## config.mk

```make
export PLATFORM = sky130hd
export DESIGN_NAME = alu_cmd_sched
export DESIGN_NICKNAME = d
export VERILOG_FILES = /design/src/rtl/alu_cmd_sched.sv
export SDC_FILE = /design/constraint.sdc
export NUM_CORES = 1
export LEC_CHECK = 0
export CAP_MARGIN = 5
export CELL_PAD_IN_SITES_DETAIL_PLACEMENT = 1
export CELL_PAD_IN_SITES_GLOBAL_PLACEMENT = 1
export CORE_AREA = 4 4 84 125
export CTS_CLUSTER_SIZE = 12
export DETAILED_ROUTE_END_ITERATION = 12
export DIE_AREA = 0 0 88 129
export GPL_TIMING_DRIVEN = 0
export PLACE_DENSITY = 0.77
export SLEW_MARGIN = 20
export SYNTH_ARGS = -nofsm -noshare
export SYNTH_HDL_FRONTEND = slang
export SYNTH_SLANG_ARGS = --single-unit
```

## constraint.sdc

```tcl
create_clock -name i_CLK -period 4 [get_ports i_CLK]
set_clock_uncertainty 0.1 [all_clocks]
set_input_delay 0.8 -clock i_CLK [delete_from_list [all_inputs] [get_ports i_CLK]]
set_output_delay 0.8 -clock i_CLK [all_outputs]
set_load 0.01 [all_outputs]
```

## src/rtl/alu_cmd_sched.sv

```systemverilog
// Collects opcode/A/B frames from RX, issues one ALU op, streams result lo/hi/flags (or ERR_BYTE) to TX.
// ALU_EN one cycle after B; first TX byte two cycles later with a 1-cycle ALU; TX bytes hold until i_TX_READY.
module alu_cmd_sched #(
  parameter int                  DATA_WIDTH    = 8,
  parameter int                  ALU_FUN_WIDTH = 4,
  parameter int                  NUM_OPS       = 14,
  parameter int                  GAP_TIMEOUT   = 1024,
  parameter int                  ALU_WAIT      = 4,
  parameter logic [DATA_WIDTH-1:0] ERR_BYTE    = 8'hEE
) (
  input  logic                       i_CLK,
  input  logic                       i_RST,
  input  logic [DATA_WIDTH-1:0]      i_RX_DATA,
  input  logic                       i_RX_VALID,
  output logic [ALU_FUN_WIDTH-1:0]   o_ALU_FUN,
  output logic [DATA_WIDTH-1:0]      o_ALU_A,
  output logic [DATA_WIDTH-1:0]      o_ALU_B,
  output logic                       o_ALU_EN,
  input  logic [2*DATA_WIDTH-1:0]    i_ALU_OUT,
  input  logic                       i_ALU_CF,
  input  logic                       i_ALU_OF,
  input  logic                       i_ALU_EF,
  input  logic                       i_ALU_ZF,
  input  logic                       i_ALU_VALID,
  output logic [DATA_WIDTH-1:0]      o_TX_DATA,
  output logic                       o_TX_VALID,
  input  logic                       i_TX_READY,
  output logic                       o_BUSY,
  output logic                       o_OVERRUN,
  output logic                       o_FRAME_ERR
);

  localparam logic [3:0] S_IDLE     = 4'd0;
  localparam logic [3:0] S_GET_A    = 4'd1;
  localparam logic [3:0] S_GET_B    = 4'd2;
  localparam logic [3:0] S_EXEC     = 4'd3;
  localparam logic [3:0] S_WAIT_RES = 4'd4;
  localparam logic [3:0] S_SEND_LO  = 4'd5;
  localparam logic [3:0] S_SEND_HI  = 4'd6;
  localparam logic [3:0] S_SEND_FLG = 4'd7;
  localparam logic [3:0] S_SEND_ERR = 4'd8;

  localparam int GW = $clog2(GAP_TIMEOUT + 1);
  localparam int WW = $clog2(ALU_WAIT + 1);
  localparam logic [GW-1:0]            GAP_MAX   = GW'(GAP_TIMEOUT);
  localparam logic [WW-1:0]            WAIT_LAST = WW'(ALU_WAIT - 1);
  localparam logic [ALU_FUN_WIDTH:0]   OPS_LIM   = (ALU_FUN_WIDTH + 1)'(NUM_OPS);

  logic [3:0]                 r_state;
  logic [GW-1:0]              r_gap;
  logic [WW-1:0]              r_wait;
  logic                       r_illegal;
  logic [ALU_FUN_WIDTH-1:0]   r_fun;
  logic [DATA_WIDTH-1:0]      r_a;
  logic [DATA_WIDTH-1:0]      r_b;
  logic [2*DATA_WIDTH-1:0]    r_res;
  logic [DATA_WIDTH-1:0]      r_flg;
  logic                       r_overrun;

  logic w_busy;
  logic w_gap_to;
  logic w_op_bad;

  assign w_busy   = !(r_state == S_IDLE || r_state == S_GET_A || r_state == S_GET_B);
  // Timeout has priority over a byte landing in the same cycle.
  assign w_gap_to = (r_state == S_GET_A || r_state == S_GET_B) && (r_gap == GAP_MAX);
  assign w_op_bad = ({1'b0, i_RX_DATA[ALU_FUN_WIDTH-1:0]} >= OPS_LIM) ||
                    (|i_RX_DATA[DATA_WIDTH-1:ALU_FUN_WIDTH]);

  always_ff @(posedge i_CLK) begin
    if (i_RST) begin
      r_state   <= S_IDLE;
      r_gap     <= '0;
      r_wait    <= '0;
      r_illegal <= 1'b0;
      r_fun     <= '0;
      r_a       <= '0;
      r_b       <= '0;
      r_res     <= '0;
      r_flg     <= '0;
      r_overrun <= 1'b0;
    end else begin
      if (i_RX_VALID && w_busy) r_overrun <= 1'b1;
      case (r_state)
        S_IDLE: if (i_RX_VALID) begin
          r_fun     <= i_RX_DATA[ALU_FUN_WIDTH-1:0];
          r_illegal <= w_op_bad;
          r_gap     <= '0;
          r_state   <= S_GET_A;
        end
        S_GET_A: begin
          if (w_gap_to) begin
            r_gap   <= '0;
            r_state <= S_IDLE;
          end else if (i_RX_VALID) begin
            r_a     <= i_RX_DATA;
            r_gap   <= '0;
            r_state <= S_GET_B;
          end else r_gap <= r_gap + GW'(1);
        end
        S_GET_B: begin
          if (w_gap_to) begin
            r_gap   <= '0;
            r_state <= S_IDLE;
          end else if (i_RX_VALID) begin
            r_b     <= i_RX_DATA;
            r_gap   <= '0;
            r_state <= r_illegal ? S_SEND_ERR : S_EXEC;
          end else r_gap <= r_gap + GW'(1);
        end
        S_EXEC: begin
          r_wait  <= '0;
          r_state <= S_WAIT_RES;
        end
        S_WAIT_RES: begin
          if (i_ALU_VALID) begin
            r_res   <= i_ALU_OUT;
            r_flg   <= {{(DATA_WIDTH-4){1'b0}}, i_ALU_CF, i_ALU_OF, i_ALU_EF, i_ALU_ZF};
            r_state <= S_SEND_LO;
          end else if (r_wait == WAIT_LAST) r_state <= S_SEND_ERR;
          else r_wait <= r_wait + WW'(1);
        end
        S_SEND_LO:  if (i_TX_READY) r_state <= S_SEND_HI;
        S_SEND_HI:  if (i_TX_READY) r_state <= S_SEND_FLG;
        S_SEND_FLG: if (i_TX_READY) r_state <= S_IDLE;
        S_SEND_ERR: if (i_TX_READY) r_state <= S_IDLE;
        default:    r_state <= S_IDLE;
      endcase
    end
  end

  always_comb begin
    o_TX_DATA = '0;
    case (r_state)
      S_SEND_LO:  o_TX_DATA = r_res[DATA_WIDTH-1:0];
      S_SEND_HI:  o_TX_DATA = r_res[2*DATA_WIDTH-1:DATA_WIDTH];
      S_SEND_FLG: o_TX_DATA = r_flg;
      S_SEND_ERR: o_TX_DATA = ERR_BYTE;
      default:    o_TX_DATA = '0;
    endcase
  end

  assign o_TX_VALID  = (r_state == S_SEND_LO) || (r_state == S_SEND_HI) ||
                       (r_state == S_SEND_FLG) || (r_state == S_SEND_ERR);
  assign o_ALU_EN    = (r_state == S_EXEC);
  assign o_ALU_FUN   = r_fun;
  assign o_ALU_A     = r_a;
  assign o_ALU_B     = r_b;
  assign o_BUSY      = w_busy;
  assign o_OVERRUN   = r_overrun;
  assign o_FRAME_ERR = w_gap_to;

endmodule
```

======== Yosys cells after proc, flatten, opt, wreduce, memory -nomap -nowiden ========
Index checks and enable logic that the tools add are counted.
storage, ports and cells
  bits of input ports ..................... 33
  output and inout bits ................... 33
  register bits after elaboration ......... 60
  logic and storage cells ................. 76
cells by class
  bitwise logic cells ..................... 1
  eq/ne operators ......................... 19
  $lt $le $gt $ge ......................... 1
  multiplexer cells ....................... 20
  $add $sub $neg .......................... 2
  reduce and logical (&&, ||, !) cells .... 23
operator list
  cell                     count
  $mux W4                  11
  $mux W11                 3
  $pmux W4 S8              1
  $pmux W8 S4              1
  $pmux W11 S2             1
  $eq A4 B3 Y1 const B     4
  $add A11 B1 Y11 const B  1
  $eq A11 B11 Y1 const B   1
  $ne A2 B2 Y1 const B     5
  $ne A3 B3 Y1 const B     3
  $reduce_and A3 Y1        3
  $eq A4 B2 Y1 const B     2
  $logic_or A1 B1 Y1       7
  $reduce_and A7 Y1        1
  $mux W3                  2
  $pmux W3 S2              1
  $reduce_and A2 Y1        3
  $eq A4 B1 Y1 const B     1
  $eq A4 B4 Y1 const B     1
  $ge A4 B4 Y1 const B     1
  $logic_not A4 Y1         1
  $reduce_bool A2 Y1       2
  $reduce_or A2 Y1         2
  $reduce_or A4 Y1         1
  other kinds (6)          7

======== Logic depth before layout (Yosys ltp) ========
Gate-level depths: netlist (run 1).
  depth after elaboration ................. 5
  gate-level depth with buffers ........... 8
  depth with buffers taken out ............ 7

======== Least setup slack after synthesis (run 1) ========
No wires, ideal clock.
  kind .................................... register to output
  start point ............................. register r_state[0]
  end point ............................... output o_TX_DATA[0]
  buffers on the path ..................... 2
  arrival ................................. 1.391 ns
  stages on the path, launching flop included .. 6
  required time ........................... 3.100 ns
  setup slack ............................. 1.709 ns
  path through ............................ dfxtp_1 > buf_6 > clkbuf_1 > mux2_2 > a22oi_1 > nor2_1
on the way
  cells in the longest elaborated chain, start to end .. 2
  elaborated cells on any way between the ends .. 5
  those cells by class .................... eq/ne (4); mux (1)
RTL lines
  element                                       RTL line  source
  start: declaration                            49        logic [3:0] r_state;
  start signal: assignment                      108       r_state <= r_illegal ? S_SEND_ERR : S_EXEC;
  $eq A4 B4 Y1 or $eq A4 B3 Y1 (tied branches)  134       case (r_state)
  $pmux W8 S4 (*)                               134
  end: declaration                              25        output logic [DATA_WIDTH-1:0] o_TX_DATA,
Mark *: on every way between the ends. The rest lies on a longest branch, timed or not.

======== Final worst setup path (run 1) ========
  start point ............................. register r_state[2]
  end point ............................... output o_TX_DATA[5]
Same word-level chain as after synthesis.

==> results.md, run 1 <==
* Synth cell count leaders: 60 x dfxtp_1, 58 x nand2_1, 48 x nor2_1
* EDFF count, synth at 0
* Number of buffers added on ports at 64
* CTS Buf Count at 9
* Crit-path cells: clkbuf_1 > nor2b_1 > nand2_1 > nor2_1 > nand2_1 > o21ai_0 > clkdlybuf4s50_1
* CTS root buffer: clkbuf_16
* Area share of the largest cell type after synthesis at 0.436
* DR DRC count at 0
* Routability cong. at 0.783
* Synth unique cells at 43
* Crit. End Element: output port
* Post-CTS sizing at 0
* Hold/Removal Path Class: reg2reg
* Yosys reg bits at 60
* Actual slew at the worst max-slew pin at 0.599 ns
* Synth area leader: dfxtp_1
* Pin count of the biggest net entering global routing at 11
* Initial Util at 0.296
* I/O pins at 66
* Fmax at 293 MHz
* CTS tree: yes
* Seq/Total Area, Yosys at 0.436
* Syn_area_per_cell at 8.29 µm²
* Post-CTS setup buffers at 0
* Routed Antenna Nets at 0
* Core ar. at 0.00931 mm²
* CTS sink count at 60
* Top_reg_cell synth: dfxtp_1
* Reg area at 0.00120 mm²
* Setup violators final at 0
* Max FO, Critical Path at 10
* Vias per Instance at 4.90
* Synth warnings at 0
* Ant. Diodes at 0
* Max Root-Sink Buffers at 2
* GRT overflow at 0
* Power consumption at 2.12 mW
* CP Launch Type: flip-flop
* Max-slew violations at 0
* Setup CP Type: reg2out
* Die H at 129 µm
* Row count at 43
* Fillers at 1,116
* CP bufs+invs at 2
* RSZ-0062 raised after global routing: no
* LEAKAGE at 1.38 nW
* VDD IR max at 0.255 mV
* Post-DP HPWL at 6110 µm
* First-pass GRT wire length at 13,600 µm
* Top cells by area, synth: dfxtp_1 44%, mux2i_1 9.1%, nand2_1 7.9%
* Layout cell share with drive strength beyond 1 at 0.0777
* Async SR Flop Fraction at 0
* 1st-iter DRT viols at 99
* Post-Route WL at 8170 µm
* Antenna violations before repair at 0
* Die width at 88 µm
* PwrDens at 558 mW/mm²
* Area growth, synth to finish at 38.2%
* Final #Nets at 444
* Avg WL per Cell at 15.6 µm
* Sum of negative setup slack at 0 ns
* Critical Path AT at 2.51 ns
* Post-layout min period at 3.41 ns
* Number of global-route vias before repair at 2,803
* Relative slew slack at 0.600
* Clock Latency Late Sink at 0.33 ns
* Area of the multi-input gates at 0.00145 mm²
* Critical Path RT at 3.10 ns
* Die area at 0.0114 mm²
* Hold Vio Cnt, Final at 0
* Syn nets at 369
* Mapped cell area at 0.00275 mm²
* Period utilization at 0.853
* Crit-path leading delay family: buffers and inverters
* Via Count at 2,566
* GRT Total Usage at 0.155
* Slowest Stage Delay on Critical Path at 0.58 ns
* Status: finished clean
* TritonRoute pass-1 iters at 4
* H-tree lvl count at 3
* Hold-fix buffers, CTS at 0
* Number of max-cap violations at 0
* Crit-path slowest cell: clkdlybuf4s50_1
* CP dominant cell by count: nand2_1
* Count leader, synth: dfxtp_1
* Synth Instances at 332
* Clock-pin slew on the worst setup and hold paths at 0.05 ns
==> worst min-delay path, stage by stage (launching register included) <==
cell	delay, ns
dfxtp_1	0.30
nand2_1	0.05
a21oi_1	0.05
==> flip-flops by register name, indices dropped and copies added (netlist names) <==
name	flops
o_ALU_A	8
r_state	4
r_illegal	1
r_flg	4
r_wait	3
r_gap	11
o_OVERRUN	1
o_ALU_FUN	4
r_res	16
o_ALU_B	8
==> kinds of logic (layout without fill, tap and decap cells) <==
kind of cell,after synthesis,in the layout,share of synthesized area
buf+inv,24,104,0.0368
xor+xnor,10,10,0.0318
mux,26,26,0.0950
simple gates,149,149,0.252
flops,60,60,0.436
fa+ha+maj,4,4,0.0182
compound gates,59,59,0.130
==> report_power, final <==
| part | internal [mW] | switching (mW) |
|---|---|---|
| logic | 0.329 | 0.393 |
| clock network | 0.431 | 0.269 |
| registers | 0.656 | 0.0466 |
| total | 1.42 | 0.708 |
==> path summary, 6_finish.rpt <==
check | start | end | slack (ns) | cells past startpoint
max | r_state[2] | o_TX_DATA[5] | 0.59 | 7
min | r_res[10] | r_res[10] | 0.35 | 2
max reg2reg | r_gap[0] | o_ALU_A[2] | 1.87 | 7
min reg2reg | r_res[10] | r_res[10] | 0.35 | 2
==> cell usage in the layout (no fill, tap or decap), types with 2 or more instances in the layout <==
| cell | instances |
|---|---|
| o21ai_0 | 9 |
| clkdlybuf4s50_1 | 64 |
| xnor2_1 | 4 |
| nand2_1 | 58 |
| nor2_1 | 48 |
| nor4_1 | 3 |
| mux2i_1 | 25 |
| nor2b_1 | 6 |
| nand3_1 | 4 |
| ha_1 | 4 |
| inv_1 | 7 |
| dfxtp_1 | 60 |
| nor2_4 | 2 |
| or3_1 | 2 |
| a21oi_1 | 35 |
| nand2b_1 | 4 |
| clkbuf_16 | 9 |
| a22oi_1 | 2 |
| o22ai_1 | 3 |
| xor2_1 | 6 |
| nor3_1 | 4 |
| and3_1 | 2 |
| clkinv_2 | 4 |
| nand4_1 | 5 |
| a211oi_1 | 2 |
| clkbuf_1 | 14 |
| buf_2 | 3 |
| nor2_2 | 3 |
==> metal layers <==
layer,vias up,global-route usage,wire length [µm]
met4,0,0.0641,121
met1,1238,0.172,3330
met3,7,0.0263,221
met5,-,0,0
met2,35,0.284,4500
li1,1286,-,-
==> layout make-up <==
cell class	instances	share of cell area
clock inverter	5	0.00723
timing repair buffer	64	0.168
multi-input combinational	248	0.381
inverter	7	0.00691
buffer	17	0.0197
tap	112	0.0368
clock buffer	11	0.0638
sequential	60	0.316
==> through the flow <==
step	utilization	setup WS [ns]	hold WS, ns	instance area, µm²	cells
detailed placement	0.380	0.961	0.348	3530	508
floorplan	-	1.71	0.332	2750	332
global route	0.409	0.337	0.376	3800	524
CTS	0.409	0.595	0.355	3800	524
global placement	0.380	0.969	0.340	3530	508
finish	0.409	0.590	0.353	3800	524
Note: power is estimated with default switching activity, not from simulation.
==> run 2: changes to the inputs <==
--- a/config.mk
+++ b/config.mk
@@ -9,11 +9,12 @@
 export CELL_PAD_IN_SITES_DETAIL_PLACEMENT = 1
 export CELL_PAD_IN_SITES_GLOBAL_PLACEMENT = 1
 export CORE_AREA = 4 4 84 125
-export CTS_CLUSTER_SIZE = 12
+export CTS_CLUSTER_SIZE = 25
 export DETAILED_ROUTE_END_ITERATION = 12
 export DIE_AREA = 0 0 88 129
 export GPL_TIMING_DRIVEN = 0
 export PLACE_DENSITY = 0.77
+export SETUP_SLACK_MARGIN = 0.3
 export SLEW_MARGIN = 20
 export SYNTH_ARGS = -nofsm -noshare
 export SYNTH_HDL_FRONTEND = slang
==> results of run 2 <==
No change in the layout: final DEF, timing and power equal those of run 1.
==> run 3: changes to the inputs <==
--- a/config.mk
+++ b/config.mk
@@ -9,6 +9,7 @@
 export CELL_PAD_IN_SITES_DETAIL_PLACEMENT = 1
 export CELL_PAD_IN_SITES_GLOBAL_PLACEMENT = 1
 export CORE_AREA = 4 4 84 125
+export CTS_BUF_LIST = sky130_fd_sc_hd__clkbuf_16
 export CTS_CLUSTER_SIZE = 25
 export DETAILED_ROUTE_END_ITERATION = 12
 export DIE_AREA = 0 0 88 129
==> run 3 against run 2 <==
Core utilization decreased by 0.11 points. Clock power is 3% lower. Cell area is 0.26% lower. Critical endpoint unchanged. Largest power group unchanged. Non-clock buffer count is the same. Largest cell class unchanged.
==> results.md, run 3 (synthesis results as in run 1) <==
* Final #Nets at 444
* Most frequent cells in the layout: 64 x clkdlybuf4s50_1, 60 x dfxtp_1, 58 x nand2_1, 48 x nor2_1, 35 x a21oi_1
* Max FO, Critical Path at 10
* Die width at 88 µm
* Wire length on met3 at 229 µm
* CTS sink count at 60
* PwrDens at 555 mW/mm²
* Ant. Diodes at 0
* TritonRoute pass-1 iters at 4
* Final Non-Filler Cells at 524
* Setup violators final at 0
* R2R cell count at 7
* Routed Antenna Nets at 0
* LEAKAGE at 1.38 nW
* Reg-to-Reg Start: r_gap[0]
* M1 wire length at 3280 µm
* Clock-pin slew on the worst setup and hold paths at 0.05 ns
* Layout cell share with drive strength beyond 1 at 0.0752
* Row count at 43
* 1st-iter DRT viols at 79
* CTS root buffer: clkbuf_16
* DP Cell Count at 508
* Met2 wire length at 4490 µm
* RSZ-0062 raised after global routing: no
* H-tree lvl count at 3
* CTS tree: yes
* Sum of negative setup slack at 0 ns
* Core ar. at 0.00931 mm²
* Pin count of the biggest net entering global routing at 11
* Initial Util at 0.296
* I/O pins at 66
* Die area at 0.0114 mm²
* Via Count at 2,573
* Number of max-cap violations at 0
* Avg WL per Cell at 15.5 µm
* Reg-to-reg setup timing slack at 1.88 ns
* Area growth, synth to finish at 37.8%
* Worst Setup SP: r_state[2]
* Critical Path RT at 3.10 ns
* Max Root-Sink Buffers at 2
* Antenna violations before repair at 0
* Largest Register: r_res
* Max-slew violations at 0
* Die H at 129 µm
* GRT overflow at 0
* GRT Total Usage at 0.155
* Status: finished clean
* Hold Vio Cnt, Final at 0
* Post-CTS setup buffers at 0
* Post-Route WL at 8150 µm
* DR DRC count at 0
* Post-CTS sizing at 0
* VDD IR max at 0.256 mV
* Relative slew slack at 0.603
* Post-DP HPWL at 6110 µm
* First-pass GRT wire length at 13,600 µm
* Reg2reg end: o_ALU_A[0]
* Hold/Removal Path Class: reg2reg
* Biggest regs: r_res: 16 flops, r_gap: 11 flops
* Routability cong. at 0.783
* Crit. End Element: output port
* Most common cell after layout, fill and taps aside: clkdlybuf4s50_1
* CP Launch Type: flip-flop
* Period utilization at 0.856
* Max reg flops at 16
* Hold-fix buffers, CTS at 0
* Crit path to: o_TX_DATA[5]
* Setup CP Type: reg2out
* Vias per Instance at 4.91
* Post-layout min period at 3.42 ns
* Number of global-route vias before repair at 2,787
* Highest Signal Layer: met4
* Clock Latency Late Sink at 0.33 ns
* Critical Path AT at 2.52 ns
* Fmax at 292 MHz
* CTS Buf Count at 9
* Actual slew at the worst max-slew pin at 0.595 ns
* Number of buffers added on ports at 64
-- run 3: changes by cell type in the layout (fill, tap and decap cells not counted) --
cell	delta
clkbuf_1	-1
clkbuf_8	-1
clkinv_1	+1
inv_1	+1
-- run 3: worst min-delay path by stage --
| stage | from | end | slack (ns) | cells past startpoint |
|---|---|---|---|---|
| 2_1_floorplan | r_wait[2] | r_wait[2] | 0.33 | 2 |
| 3_3_place_gp | r_wait[2] | r_wait[2] | 0.34 | 2 |
| 3_5_place_dp | r_res[10] | r_res[10] | 0.35 | 2 |
| 4_1_cts | r_res[10] | r_res[10] | 0.36 | 2 |
| 5_1_grt | r_res[10] | r_res[10] | 0.38 | 2 |
| 6_report | r_res[10] | r_res[10] | 0.35 | 2 |
-- run 3: routing by layer --
layer / GRT usage / vias up
li1: - / 1283
met2: 0.285 / 37
met3: 0.0282 / 8
met4: 0.0614 / 0
met1: 0.172 / 1245
met5: 0 / -
-- run 3: metrics by stage --
step	setup slack [ns]	instance area (µm²)	total power [mW]	hold WS, ns	util
floorplan	1.71	2750	1.15	0.332	-
global placement	0.969	3530	1.42	0.340	0.380
detailed placement	0.961	3530	1.44	0.348	0.380
CTS	0.597	3790	2.13	0.355	0.408
global route	0.336	3790	2.23	0.376	0.408
finish	0.575	3790	2.10	0.353	0.408
-- run 3: cell type report --
| type | instances | area, µm² |
|---|---|---|
| fillers | 1120 | 5510 |
| multi-input cells | 248 | 1450 |
| flip-flops and latches | 60 | 1200 |
| repair buffers | 64 | 641 |
| clock buffers | 9 | 225 |
| well taps | 112 | 140 |
| plain buffers | 17 | 75.1 |
| clock inverters | 7 | 35.0 |
| inverters | 7 | 26.3 |
-- run 3: report_power, final --
part           internal [mW]  switching [mW]  leakage, nW  total (mW)
Sequential             0.655          0.0464        0.485       0.702
Combinational          0.329           0.394        0.762       0.723
Clock                  0.409           0.271        0.134       0.680
Total                   1.39           0.711         1.38        2.10
-- run 3: critical path, cell delays in order (launching register included) --
cell	delay [ns]
dfxtp_1	0.42
clkbuf_1	0.36
nor2b_1	0.27
nand2_1	0.18
nor2_1	0.19
nand2_1	0.08
o21ai_0	0.11
clkdlybuf4s50_1	0.58
